[config.mk]
export PLATFORM = sky130hd
export DESIGN_NAME = pkt_cache_wr
export DESIGN_NICKNAME = d
export VERILOG_FILES = /design/src/rtl/pkt_cache_wr_pkg.sv /design/src/rtl/pkt_cache_wr.sv
export SDC_FILE = /design/constraint.sdc
export NUM_CORES = 1
export LEC_CHECK = 0
export BUFFER_PORTS_ARGS = -buffer_cell sky130_fd_sc_hd__buf_4
export CORE_MARGIN = 8
export CORE_UTILIZATION = 30
export CTS_BUF_LIST = sky130_fd_sc_hd__clkbuf_4
export DETAILED_ROUTE_END_ITERATION = 8
export MAX_ROUTING_LAYER = met4
export PLACE_DENSITY_LB_ADDON = 0.12
export SYNTH_ARGS = -nofsm -noshare
export SYNTH_HDL_FRONTEND = slang
export SYNTH_SLANG_ARGS = --single-unit
[constraint.sdc]
create_clock -name clk -period 3.1 [get_ports clk]
set_input_delay 0.465 -clock clk [delete_from_list [all_inputs] [get_ports clk]]
set_output_delay 0.465 -clock clk [all_outputs]
set_load 0.02 [all_outputs]
[src/rtl/pkt_cache_wr_pkg.sv]
// pkt_cache_wr_pkg: shared widths and FSM encoding for the packet cache write side.
package pkt_cache_wr_pkg;
  localparam int BUF_AW = 7;
  localparam int ADDR_W = 11;
  localparam int LEN_W  = 8;
  typedef enum logic [2:0] {
    IDLE    = 3'd0,
    ARMED   = 3'd1,
    WRITE   = 3'd2,
    COMMIT  = 3'd3,
    DROP    = 3'd4,
    RELEASE = 3'd5
  } state_t;
endpackage

[src/rtl/pkt_cache_wr.sv]
// pkt_cache_wr: writes one ingress packet into a granted cache buffer, then commits or releases it.
module pkt_cache_wr
  import pkt_cache_wr_pkg::*;
#(
  parameter int DW        = 134,
  parameter int MAX_WORDS = 128
) (
  input  logic              clk,
  input  logic              rst_n,
  input  logic [DW-1:0]     in_pkt_data,
  input  logic              in_pkt_data_wr,
  input  logic              in_pkt_head,
  input  logic              in_pkt_tail,
  output logic              out_pkt_ready,
  input  logic [ADDR_W-1:0] in_waddr,
  input  logic              in_waddr_wr,
  output logic [ADDR_W-1:0] out_ram_waddr,
  output logic [DW-1:0]     out_ram_wdata,
  output logic              out_ram_wr,
  output logic              out_addr_mgmt_valid,
  output logic              out_addr_mgmt_valid_wr,
  output logic [ADDR_W-1:0] out_desc_addr,
  output logic [LEN_W-1:0]  out_desc_len,
  output logic              out_desc_wr
);
  state_t state_q, state_d;
  logic [ADDR_W-1:0] base_q, base_d;
  logic [LEN_W-1:0] cnt_q, cnt_d;
  logic ram_wr_q, ram_wr_d;
  logic [ADDR_W-1:0] ram_waddr_q, ram_waddr_d;
  logic [DW-1:0] ram_wdata_q, ram_wdata_d;
  logic mgmt_valid_q, mgmt_valid_d;
  logic mgmt_wr_q, mgmt_wr_d;
  logic [ADDR_W-1:0] desc_addr_q, desc_addr_d;
  logic [LEN_W-1:0] desc_len_q, desc_len_d;
  logic desc_wr_q, desc_wr_d;
  logic acc, commit, release_b;
  assign out_pkt_ready = (state_q == ARMED) || (state_q == WRITE) || (state_q == DROP);
  assign acc = in_pkt_data_wr & out_pkt_ready;
  always_comb begin
    state_d = state_q;
    base_d = base_q;
    cnt_d = cnt_q;
    ram_wr_d = 1'b0;
    ram_waddr_d = ram_waddr_q;
    ram_wdata_d = ram_wdata_q;
    case (state_q)
      IDLE: if (in_waddr_wr) begin
        base_d = in_waddr;
        cnt_d = '0;
        state_d = ARMED;
      end
      ARMED: if (acc && in_pkt_head) begin
        ram_wr_d = 1'b1;
        ram_waddr_d = base_q;
        ram_wdata_d = in_pkt_data;
        cnt_d = LEN_W'(1);
        state_d = in_pkt_tail ? COMMIT : WRITE;
      end
      WRITE: if (acc) begin
        if (cnt_q == LEN_W'(MAX_WORDS)) begin
          state_d = in_pkt_tail ? RELEASE : DROP;
        end else begin
          ram_wr_d = 1'b1;
          ram_waddr_d = {base_q[ADDR_W-1:BUF_AW], cnt_q[BUF_AW-1:0]};
          ram_wdata_d = in_pkt_data;
          cnt_d = cnt_q + LEN_W'(1);
          state_d = in_pkt_tail ? COMMIT : WRITE;
        end
      end
      DROP: state_d = (acc && in_pkt_tail) ? RELEASE : DROP;
      COMMIT, RELEASE: state_d = IDLE;
      default: state_d = IDLE;
    endcase
  end
  // Strobes are registered on entry so they line up with the final RAM write.
  always_comb begin
    commit = (state_d == COMMIT) && (state_q != COMMIT);
    release_b = (state_d == RELEASE) && (state_q != RELEASE);
    mgmt_wr_d = commit || release_b;
    mgmt_valid_d = commit;
    desc_wr_d = commit;
    desc_addr_d = commit ? base_q : '0;
    desc_len_d = commit ? cnt_d : '0;
  end
  always_ff @(posedge clk or negedge rst_n) begin
    if (!rst_n) begin
      state_q <= IDLE;
      base_q <= '0;
      cnt_q <= '0;
      ram_wr_q <= 1'b0;
      ram_waddr_q <= '0;
      ram_wdata_q <= '0;
      mgmt_valid_q <= 1'b0;
      mgmt_wr_q <= 1'b0;
      desc_addr_q <= '0;
      desc_len_q <= '0;
      desc_wr_q <= 1'b0;
    end else begin
      state_q <= state_d;
      base_q <= base_d;
      cnt_q <= cnt_d;
      ram_wr_q <= ram_wr_d;
      ram_waddr_q <= ram_waddr_d;
      ram_wdata_q <= ram_wdata_d;
      mgmt_valid_q <= mgmt_valid_d;
      mgmt_wr_q <= mgmt_wr_d;
      desc_addr_q <= desc_addr_d;
      desc_len_q <= desc_len_d;
      desc_wr_q <= desc_wr_d;
    end
  end
  assign out_ram_wr = ram_wr_q;
  assign out_ram_waddr = ram_waddr_q;
  assign out_ram_wdata = ram_wdata_q;
  assign out_addr_mgmt_valid = mgmt_valid_q;
  assign out_addr_mgmt_valid_wr = mgmt_wr_q;
  assign out_desc_addr = desc_addr_q;
  assign out_desc_len = desc_len_q;
  assign out_desc_wr = desc_wr_q;
endmodule

==> impl_metrics.yaml, run 1 <==
sta:
  worstMarginPinSlew_ns: 0.719
  period_minus_slack_ns: 2.49
  finalSetupViolations: 0
  finClkSkew_ns: 0.0239
  setup_tns_ns: 0
  rsz0062_at_grt: "no"
  fmax_mhz: 402
  hold_viol: 0
  fin_crit_sh: 0.802
  slew_headroom: 0.520
  slew_viol_final: 0
synthesis:
  ys_ff_latch: 189
  synthFlopType: "dfrtp_1"
  avgSynthCellArea_um2: 15.2
  seq_area_frac_synth: 0.627
  synth_edf_count: 0
  syn_nets: 649
  async_reset_ff_frac: 1.00
  synthCells: 496
  ys_warn_count: 0
  yosysUniqueCellTypes: 43
  syn_area_um2: 7550
routing:
  routedWlPerCell_um: 19.0
  wirelength_um: 22200
  drt_iter0_drc: 290
  drc_errors: 0
  drtPass1Iterations: 6
  vias: 5132
  viasPerCell: 4.39
  final_antenna_net_count: 0
hold_path:
  hold_start: "in_pkt_data[46]"
  hold_path_class: "primary input to flop"
power_and_ir_drop:
  finalPower_mw: 11.2
  leakage_nw: 5.14
  p_per_area_nw_per_um2: 1040
  ir_drop_v: 0.000454
floorplanning:
  io_pins: 320
  rows: 58
  core-area_um2: 25000
  dieArea_um2: 30500
  die_w_um: 175
  die_y_um: 175
  initial_core_util: 0.302
global_route:
  grt_antenna_before_repair: 1
  grt_pass1_wl_um: 34300
  grt_max_degree: 89
  grt_pass1_vias: 5591
  overflow: 0
  track_usage: 0.149
clocking:
  cts_buffer_depth: 2
  clock_sinks: 189
  root_buffer: "clkbuf_4"
  cts-buffers-inserted: 17
  clk_pin_slew_worst_paths_ns: 0.17
  h-tree-depth: 4
  clock_latency_ns: 0.56
  cts_tree: "built"
setup_path:
  slowest_delay_ns: 0.65
  regToRegStartpoint: "state_q[0]$_DFF_PN0_"
  worstPathCellList: "nand3_1 -> nor3_1 -> a21oi_4 -> inv_6 -> buf_4 -> mux2_2"
  start_kind: "flop"
  crit_arrival_ns: 2.92
  worstSetupPathType: "flop to flop"
  path_max_fanout: 24
  cp_data_required_time_ns: 3.54
  slowest_stage: "dfrtp_1"
  cp_num_buf_inv: 2
  crit_family: "simple AND/OR/NAND/NOR gates"
  cp-end-kind: "flop"
  crit_path_start: "state_q[0]$_DFF_PN0_"
cells_and_area:
  fillCellCount: 2357
  nNetsFinal: 977
  most-common-layout-cells: "buf_4 (326), dfrtp_1 (189), mux2_2 (100)"
  drive_gt1_frac: 0.620
  final_core_util: 0.428
  syn_to_final_growth_pct: 41.7
  final_common_cell: "buf_4"
  design_area_um2: 10700
placed_design:
  dp_hpwl_um: 17200
  placed_cell_area_um2: 10400
  portBuffers: 319
  gp_congestion: 0.834
status:
  status: "complete, no violations"
run:
  drv_cap: 0
## cell usage after synthesis (2+ instances only)
| library cell | number | area (um^2) |
|---|---|---|
| dfrtp_1 | 189 | 4730 |
| nor2_1 | 12 | 45.0 |
| or4_1 | 2 | 15.0 |
| nand3b_1 | 3 | 22.5 |
| a221oi_1 | 2 | 17.5 |
| and2_1 | 18 | 113 |
| nand3_1 | 6 | 30.0 |
| nand2_1 | 21 | 78.8 |
| or3_1 | 2 | 12.5 |
| mux2i_1 | 2 | 20.0 |
| nand2b_1 | 3 | 18.8 |
| a31oi_1 | 2 | 12.5 |
| ha_1 | 2 | 25.0 |
| clkbuf_1 | 4 | 15.0 |
| buf_2 | 13 | 65.1 |
| mux2_2 | 100 | 1130 |
| o21ai_0 | 13 | 65.1 |
| a311oi_1 | 2 | 17.5 |
| mux2_4 | 49 | 736 |
| nand4_1 | 2 | 12.5 |
| o211ai_1 | 2 | 15.0 |
| nor3_1 | 4 | 20.0 |
| and3_1 | 3 | 18.8 |
| a21boi_0 | 2 | 15.0 |
| inv_1 | 7 | 26.3 |
| a21oi_1 | 9 | 45.0 |
| buf_6 | 6 | 67.6 |
## worst paths after layout
kind	to	slack [ns]	depth (start not counted)
min in group asynchronous	out_ram_wdata[81]$_DFFE_PN0P_	0.53	2
max	out_ram_wdata[133]$_DFFE_PN0P_	0.61	6
max reg2reg	out_ram_wdata[133]$_DFFE_PN0P_	0.61	6
min reg2reg	out_ram_waddr[5]$_DFFE_PN0P_	0.51	2
max in group asynchronous	out_ram_wdata[31]$_DFFE_PN0P_	1.75	3
min	out_ram_wdata[46]$_DFFE_PN0P_	0.12	2
## layer usage
metal | wire [um] | part of all wire | vias up | GRT usage
met5 | 0 | 0 | - | -
met4 | 180 | 0.0081 | 0 | 0.0336
met3 | 1520 | 0.069 | 9 | 0.0477
met2 | 11400 | 0.51 | 187 | 0.250
met1 | 9050 | 0.41 | 2546 | 0.171
li1 | - | - | 2390 | -
## cell families (layout without fill, tap and decap cells)
family | after synthesis | after routing | share of synthesized area
compound gates | 37 | 37 | 0.0312
xor+xnor | 1 | 1 | 0.00116
fa+ha+maj | 2 | 2 | 0.00332
buf+inv | 32 | 373 | 0.0245
flops | 189 | 189 | 0.627
mux | 151 | 151 | 0.249
other cells | 0 | 1 | 0
simple gates | 84 | 84 | 0.0637
## repair_timing
action / in CTS / in global routing
endpoints found under the hold margin: 86 / 0
hold buffers: 1 / 0
buffers inserted: 0 / 0
gates resized for setup: 0 / 0
## area by class of cell
class                           count  area [um^2]  share of cell area
Tap cell                          330          413              0.0386
Multi-Input combinational cell    275         2640               0.247
Timing Repair Buffer              333         2570               0.240
Antenna cell                        1         2.50            0.000234
Clock inverter                     15          178              0.0166
Clock buffer                       17          128              0.0119
Inverter                            8         35.0             0.00328
Sequential cell                   189         4730               0.442
## per-stage QoR
step / hold WS (ns) / instances / setup WS [ns]
finish: 0.120 / 1168 / 0.614
detailed placement: 0.478 / 1134 / 0.615
global route: 0.0231 / 1168 / 0.419
floorplan: 0.169 / 496 / 1.07
CTS: 0.0281 / 1167 / 0.604
global placement: 0.473 / 1134 / 0.718
## flip-flops by register name, indices dropped and copies added (netlist names)
name / cells
base_q: 11
cnt_q: 8
out_addr_mgmt_valid_wr: 1
out_desc_addr: 11
out_desc_len: 8
out_desc_wr: 1
out_ram_waddr: 11
out_ram_wdata: 134
out_ram_wr: 1
state_q: 3
## power breakdown
group | leakage, nW | switching (mW) | internal (mW)
clock | 0.160 | 0.907 | 0.510
combinational | 2.68 | 2.74 | 2.78
sequential | 2.30 | 0.657 | 3.57
total | 5.14 | 4.31 | 6.86
Note: power is estimated with default switching activity, not from simulation.
==> run 2, diff against run 1 <==
==> constraint.sdc (replaced) <==
create_clock -name clk -period 2.2 [get_ports clk]
set_input_delay 0.33 -clock clk [delete_from_list [all_inputs] [get_ports clk]]
set_output_delay 0.33 -clock clk [all_outputs]
set_load 0.02 [all_outputs]
==> run 2 against run 1 <==
Effect of this change:
- core utilization grew 6.1 points
- maximum frequency grew 18%
- critical path depth is the same
- design area grew 14%
- highest routed layer unchanged
- final cell count grew 14%
- clock skew grew 0.0032 ns
- critical endpoint is now out_ram_wdata[97]$_DFFE_PN0P_
- combinational power grew 48%
- global-route usage grew 1.7 points
- clock-buffer cell count grew 4
- sequential cell count is the same
- non-clock buffer count grew 157
==> impl_metrics.yaml, run 2 (same netlist as run 1, synthesis figures left out) <==
floorplanning:
  initial_core_util: 0.302
  rows: 58
  die_y_um: 175
  dieArea_um2: 30500
  core-area_um2: 25000
  die_w_um: 175
  io_pins: 320
routing:
  routedWlPerCell_um: 18.6
  viasPerCell: 4.43
  vias: 5876
  drtPass1Iterations: 4
  final_antenna_net_count: 0
  drt_iter0_drc: 323
  wirelength_um: 24700
  drc_errors: 0
cells_and_area:
  most-common-layout-cells: "buf_4 (337), dfrtp_1 (188), dlygate4sd3_1 (147)"
  nNetsFinal: 1134
  fillCellCount: 2225
  syn_to_final_growth_pct: 61.7
  final_core_util: 0.489
  drive_gt1_frac: 0.534
  largest_reg_flops: 134
  final_common_cell: "buf_4"
  design_area_um2: 12200
  instances_no_fill: 1327
power_and_ir_drop:
  seqPwrFrac: 0.374
  leakage_nw: 5.78
  combPwrFrac: 0.512
  ir_drop_v: 0.000639
  p_clk_frac: 0.114
  power.switching_mw: 6.16
  p_per_area_nw_per_um2: 1310
  p_int_mw: 9.79
  p_sw_frac: 0.386
clocking:
  clock_sinks: 189
  h-tree-depth: 4
  root_buffer: "clkbuf_4"
  clk_pin_slew_worst_paths_ns: 0.15
  cts_tree: "built"
  cts_buffer_depth: 2
  clock_latency_ns: 0.53
  cts-buffers-inserted: 17
  postCtsSetupBuffers: 0
placed_design:
  dp_hpwl_um: 17900
  portBuffers: 319
  placed_cell_area_um2: 10500
  dp.cells: 1145
  gp_congestion: 0.882
setup_path:
  slowest_delay_ns: 0.50
  slowest_stage: "dfrtp_1"
  crit_family: "simple AND/OR/NAND/NOR gates"
  path_max_fanout: 21
  worstSetupPathType: "flop to flop"
  cp-end-kind: "flop"
  crit_path_start: "cnt_q[4]$_DFF_PN0_"
  regToRegStartpoint: "cnt_q[4]$_DFF_PN0_"
  start_kind: "flop"
  worstPathCellList: "nor4b_4 -> nand3_4 -> a21oi_4 -> inv_6 -> buf_4 -> mux2_4"
  cp_num_buf_inv: 2
  cp_data_required_time_ns: 2.62
  crit_arrival_ns: 2.54
global_route:
  track_usage: 0.165
  grt_antenna_before_repair: 2
  grt_pass1_wl_um: 38600
  grt_max_degree: 46
  overflow: 0
  grt_pass1_vias: 6578
status:
  status: "complete, no violations"
sta:
  hold_slack_ns: 0.100
  worstMarginPinSlew_ns: 0.581
  fin_crit_sh: 0.960
  slew_viol_final: 0
  rsz0062_at_grt: "yes"
  fmax_mhz: 473
  finClkSkew_ns: 0.0271
  finalSetupViolations: 0
  slew_headroom: 0.611
  hold_viol: 0
  period_minus_slack_ns: 2.11
hold_path:
  hold_path_class: "primary input to flop"
  hold_start: "in_pkt_data_wr"
run:
  drv_cap: 0
[run 2: cell count changes in the layout (fill, tap and decap cells not counted), moves of 2 or more]
cell | previous run | this run
buf_4 | 326 | 337
diode_2 | 1 | 3
clkbuf_4 | 17 | 21
inv_8 | 3 | 0
dlygate4sd3_1 | 1 | 147
[run 2: final timing paths]
path	endpoint	depth (start not counted)	slack [ns]
max reg2reg	out_ram_wdata[97]$_DFFE_PN0P_	6	0.09
min	out_addr_mgmt_valid_wr$_DFF_PN0_	3	0.10
min in group asynchronous	out_ram_wdata[87]$_DFFE_PN0P_	2	0.26
min reg2reg	out_ram_waddr[3]$_DFFE_PN0P_	2	0.51
max in group asynchronous	out_ram_wdata[66]$_DFFE_PN0P_	3	1.24
max	out_ram_wdata[97]$_DFFE_PN0P_	6	0.09
[run 2: cell type report]
| cell class | instances | area, um^2 | share of cell area |
|---|---|---|---|
| Sequential cell | 189 | 4730 | 0.388 |
| Timing Repair Buffer | 490 | 4120 | 0.337 |
| Multi-Input combinational cell | 275 | 2640 | 0.216 |
| Tap cell | 330 | 413 | 0.0338 |
| Clock buffer | 21 | 158 | 0.0129 |
| Clock inverter | 11 | 109 | 0.00892 |
| Inverter | 8 | 35.0 | 0.00287 |
| Antenna cell | 3 | 7.51 | 0.000615 |
[run 2: worst min-delay path, stage by stage]
cell and delay (ns):
buf_4 0.15, nand2_1 0.07, a311oi_1 0.05
[run 2: routing by layer]
layer  GRT usage  vias to the layer above  share of wire
met2       0.277                      210           0.51
met4      0.0512                        0          0.023
li1            -                     2705              -
met1       0.195                     2934           0.41
met5           -                        -              0
met3      0.0371                       27          0.053
[run 2: power by group through the flow]
stage | combinational (mW) | clock, mW | sequential [mW]
2_1_floorplan | 2.78 | 0 | 7.62
3_3_place_gp | 7.87 | 0 | 6.01
3_5_place_dp | 8.01 | 0 | 6.06
4_1_cts | 8.26 | 1.94 | 5.98
5_1_grt | 8.61 | 2.08 | 6.18
6_report | 8.17 | 1.81 | 5.97
[run 2: per-stage QoR]
stage	worst slack, ns	setup TNS (ns)	total power, mW
CTS	0.0635	0	16.2
global placement	0.128	0	13.9
finish	0.0870	0	16.0
detailed placement	0.0950	0	14.1
global route	-0.00323	-0.00323	16.9
floorplan	0.165	0	10.4
[run 2: repair_timing]
action / in CTS / in global routing
endpoints found under the setup margin: 0 / 102
resized for setup: 0 / 1
hold buffers: 147 / 0
endpoints found under the hold margin: 185 / 0
==> run 3, diff against run 2 <==
--- a/config.mk
+++ b/config.mk
@@ -10,7 +10,6 @@
 export CORE_UTILIZATION = 30
 export CTS_BUF_LIST = sky130_fd_sc_hd__clkbuf_4
 export DETAILED_ROUTE_END_ITERATION = 8
-export MAX_ROUTING_LAYER = met4
 export PLACE_DENSITY_LB_ADDON = 0.12
 export SYNTH_ARGS = -nofsm -noshare
 export SYNTH_HDL_FRONTEND = slang
==> run 3 against run 2 <==
Effect of this change:
- non-clock buffer count is the same
- critical path depth stayed put
- critical endpoint unchanged
- largest power group unchanged
- clock power barely moved
- combinational power is essentially flat
- core utilization did not move
- clock skew down 0.0016 ns
- via count hardly changed
- routed wire length fell by 0.12%
- maximum frequency grew 0.44%
- sequential share of layout area is the same
==> impl_metrics.yaml, run 3 (same netlist as run 1, synthesis figures left out) <==
setup_path:
  crit_arrival_ns: 2.53
  start_kind: "flop"
  ff2ff_path_depth: 6
  reg2reg_to: "out_ram_wdata[97]$_DFFE_PN0P_"
  cp-end-kind: "flop"
  cp_num_buf_inv: 2
  worstSetupPathType: "flop to flop"
  slowest_stage: "dfrtp_1"
  crit_path_start: "cnt_q[4]$_DFF_PN0_"
  path_max_fanout: 21
  slowest_delay_ns: 0.50
  cp_data_required_time_ns: 2.63
  regToRegStartpoint: "cnt_q[4]$_DFF_PN0_"
  worstPathCellList: "nor4b_4 -> nand3_4 -> a21oi_4 -> inv_6 -> buf_4 -> mux2_4"
  crit_family: "simple AND/OR/NAND/NOR gates"
  r2r_setup_slack_ns: 0.1
global_route:
  grt_pass1_vias: 6591
  overflow: 0
  grt_pass1_wl_um: 38600
  grt_antenna_before_repair: 2
  track_usage: 0.161
  grt_max_degree: 46
routing:
  viasPerCell: 4.43
  wirelength_um: 24700
  vias: 5875
  drt_iter0_drc: 325
  final_antenna_net_count: 0
  drc_errors: 0
  routedWlPerCell_um: 18.6
  drtPass1Iterations: 4
floorplanning:
  rows: 58
  dieArea_um2: 30500
  initial_core_util: 0.302
  die_y_um: 175
  core-area_um2: 25000
  io_pins: 320
  die_w_um: 175
placed_design:
  gp_congestion: 0.868
  dp.cells: 1145
  dp_hpwl_um: 17900
  placed_cell_area_um2: 10500
  pre_cts_ws_ns: 0.0950
  portBuffers: 319
sta:
  rsz0062_at_grt: "yes"
  finClkSkew_ns: 0.0255
  hold_viol: 0
  fmax_mhz: 475
  finalSetupViolations: 0
  worstMarginPinSlew_ns: 0.570
  period_minus_slack_ns: 2.10
  fin_crit_sh: 0.956
  hold_slack_ns: 0.0976
  timing.final.ws_setup_ns: 0.0961
  slew_headroom: 0.618
  slew_viol_final: 0
cells_and_area:
  syn_to_final_growth_pct: 61.7
  largest_reg_flops: 134
  final_core_util: 0.489
  drive_gt1_frac: 0.534
  final_common_cell: "buf_4"
  instances_no_fill: 1327
  most-common-layout-cells: "buf_4 (337), dfrtp_1 (188), dlygate4sd3_1 (147)"
  nNetsFinal: 1134
  design_area_um2: 12200
clocking:
  h-tree-depth: 4
  root_buffer: "clkbuf_4"
  postCtsSetupBuffers: 0
  cts-buffers-inserted: 17
  cts_buffer_depth: 2
  clock_latency_ns: 0.53
  clock_sinks: 189
  cts_tree: "built"
  clk_pin_slew_worst_paths_ns: 0.15
hold_path:
  hold_start: "in_pkt_data_wr"
  hold_end: "out_addr_mgmt_valid_wr$_DFF_PN0_"
  hold_path_class: "primary input to flop"
  whs_path_depth: 3
run:
  drv_cap: 0
status:
  status: "complete, no violations"
power_and_ir_drop:
  leakage_nw: 5.78
  ir_drop_v: 0.000639
  p_per_area_nw_per_um2: 1310
==> run 3: cell counts in the layout (fill, tap and decap cells not counted) <==
Identical to the previous run, type by type.
==> run 3: cell type report <==
| type | count | area [um^2] |
|---|---|---|
| multi-input combinational | 275 | 2640 |
| tap | 330 | 413 |
| antenna | 3 | 7.51 |
| clock buffer | 21 | 158 |
| fill | 2225 | 12800 |
| inverter | 8 | 35.0 |
| sequential | 189 | 4730 |
| clock inverter | 11 | 109 |
| timing repair buffer | 490 | 4120 |
==> run 3: what timing repair did <==
| action | 4_1_cts | 5_1_grt |
|---|---|---|
| gates resized for setup | 0 | 1 |
| endpoints found under the hold margin | 185 | 0 |
| hold buffers | 147 | 0 |
| endpoints found under the setup margin | 0 | 101 |
==> run 3: report_power, final <==
part | internal [mW] | switching [mW] | leakage, nW | total, mW
combinational | 4.13 | 4.03 | 3.34 | 8.17
sequential | 5.03 | 0.941 | 2.30 | 5.97
clock | 0.628 | 1.20 | 0.139 | 1.83
==> run 3: metrics by stage <==
| step | power, mW | TNS [ns] |
|---|---|---|
| 2_1_floorplan | 10.4 | 0 |
| 3_3_place_gp | 13.9 | 0 |
| 6_report | 16.0 | 0 |
| 3_5_place_dp | 14.1 | 0 |
| 4_1_cts | 16.2 | 0 |
| 5_1_grt | 16.9 | -0.00325 |
==> run 3: how the worst max path moves through the flow <==
| stage | cells past startpoint | end | slack, ns |
|---|---|---|---|
| floorplan | 7 | out_ram_wdata[100]$_DFFE_PN0P_ | 0.17 |
| global placement | 7 | out_ram_wdata[63]$_DFFE_PN0P_ | 0.13 |
| detailed placement | 7 | out_ram_wdata[69]$_DFFE_PN0P_ | 0.1 |
| CTS | 4 | out_pkt_ready | 0.06 |
| global route | 7 | out_ram_wdata[129]$_DFFE_PN0P_ | -0.003 |
| finish | 6 | out_ram_wdata[97]$_DFFE_PN0P_ | 0.1 |
==> run 3: metal layers <==
layer / track usage / part of all wire / up-vias
met3: 0.0423 / 0.058 / 27
met5: 0 / 0 / -
met2: 0.277 / 0.51 / 216
met4: 0.0502 / 0.023 / 0
li1: - / - / 2705
met1: 0.193 / 0.41 / 2927
==> run 3: worst reg2reg max path, stage by stage, from the launching register on <==
cell,delay [ns]
dfrtp_1,0.50
nor4b_4,0.40
nand3_4,0.17
a21oi_4,0.21
inv_6,0.15
buf_4,0.27
mux2_4,0.33
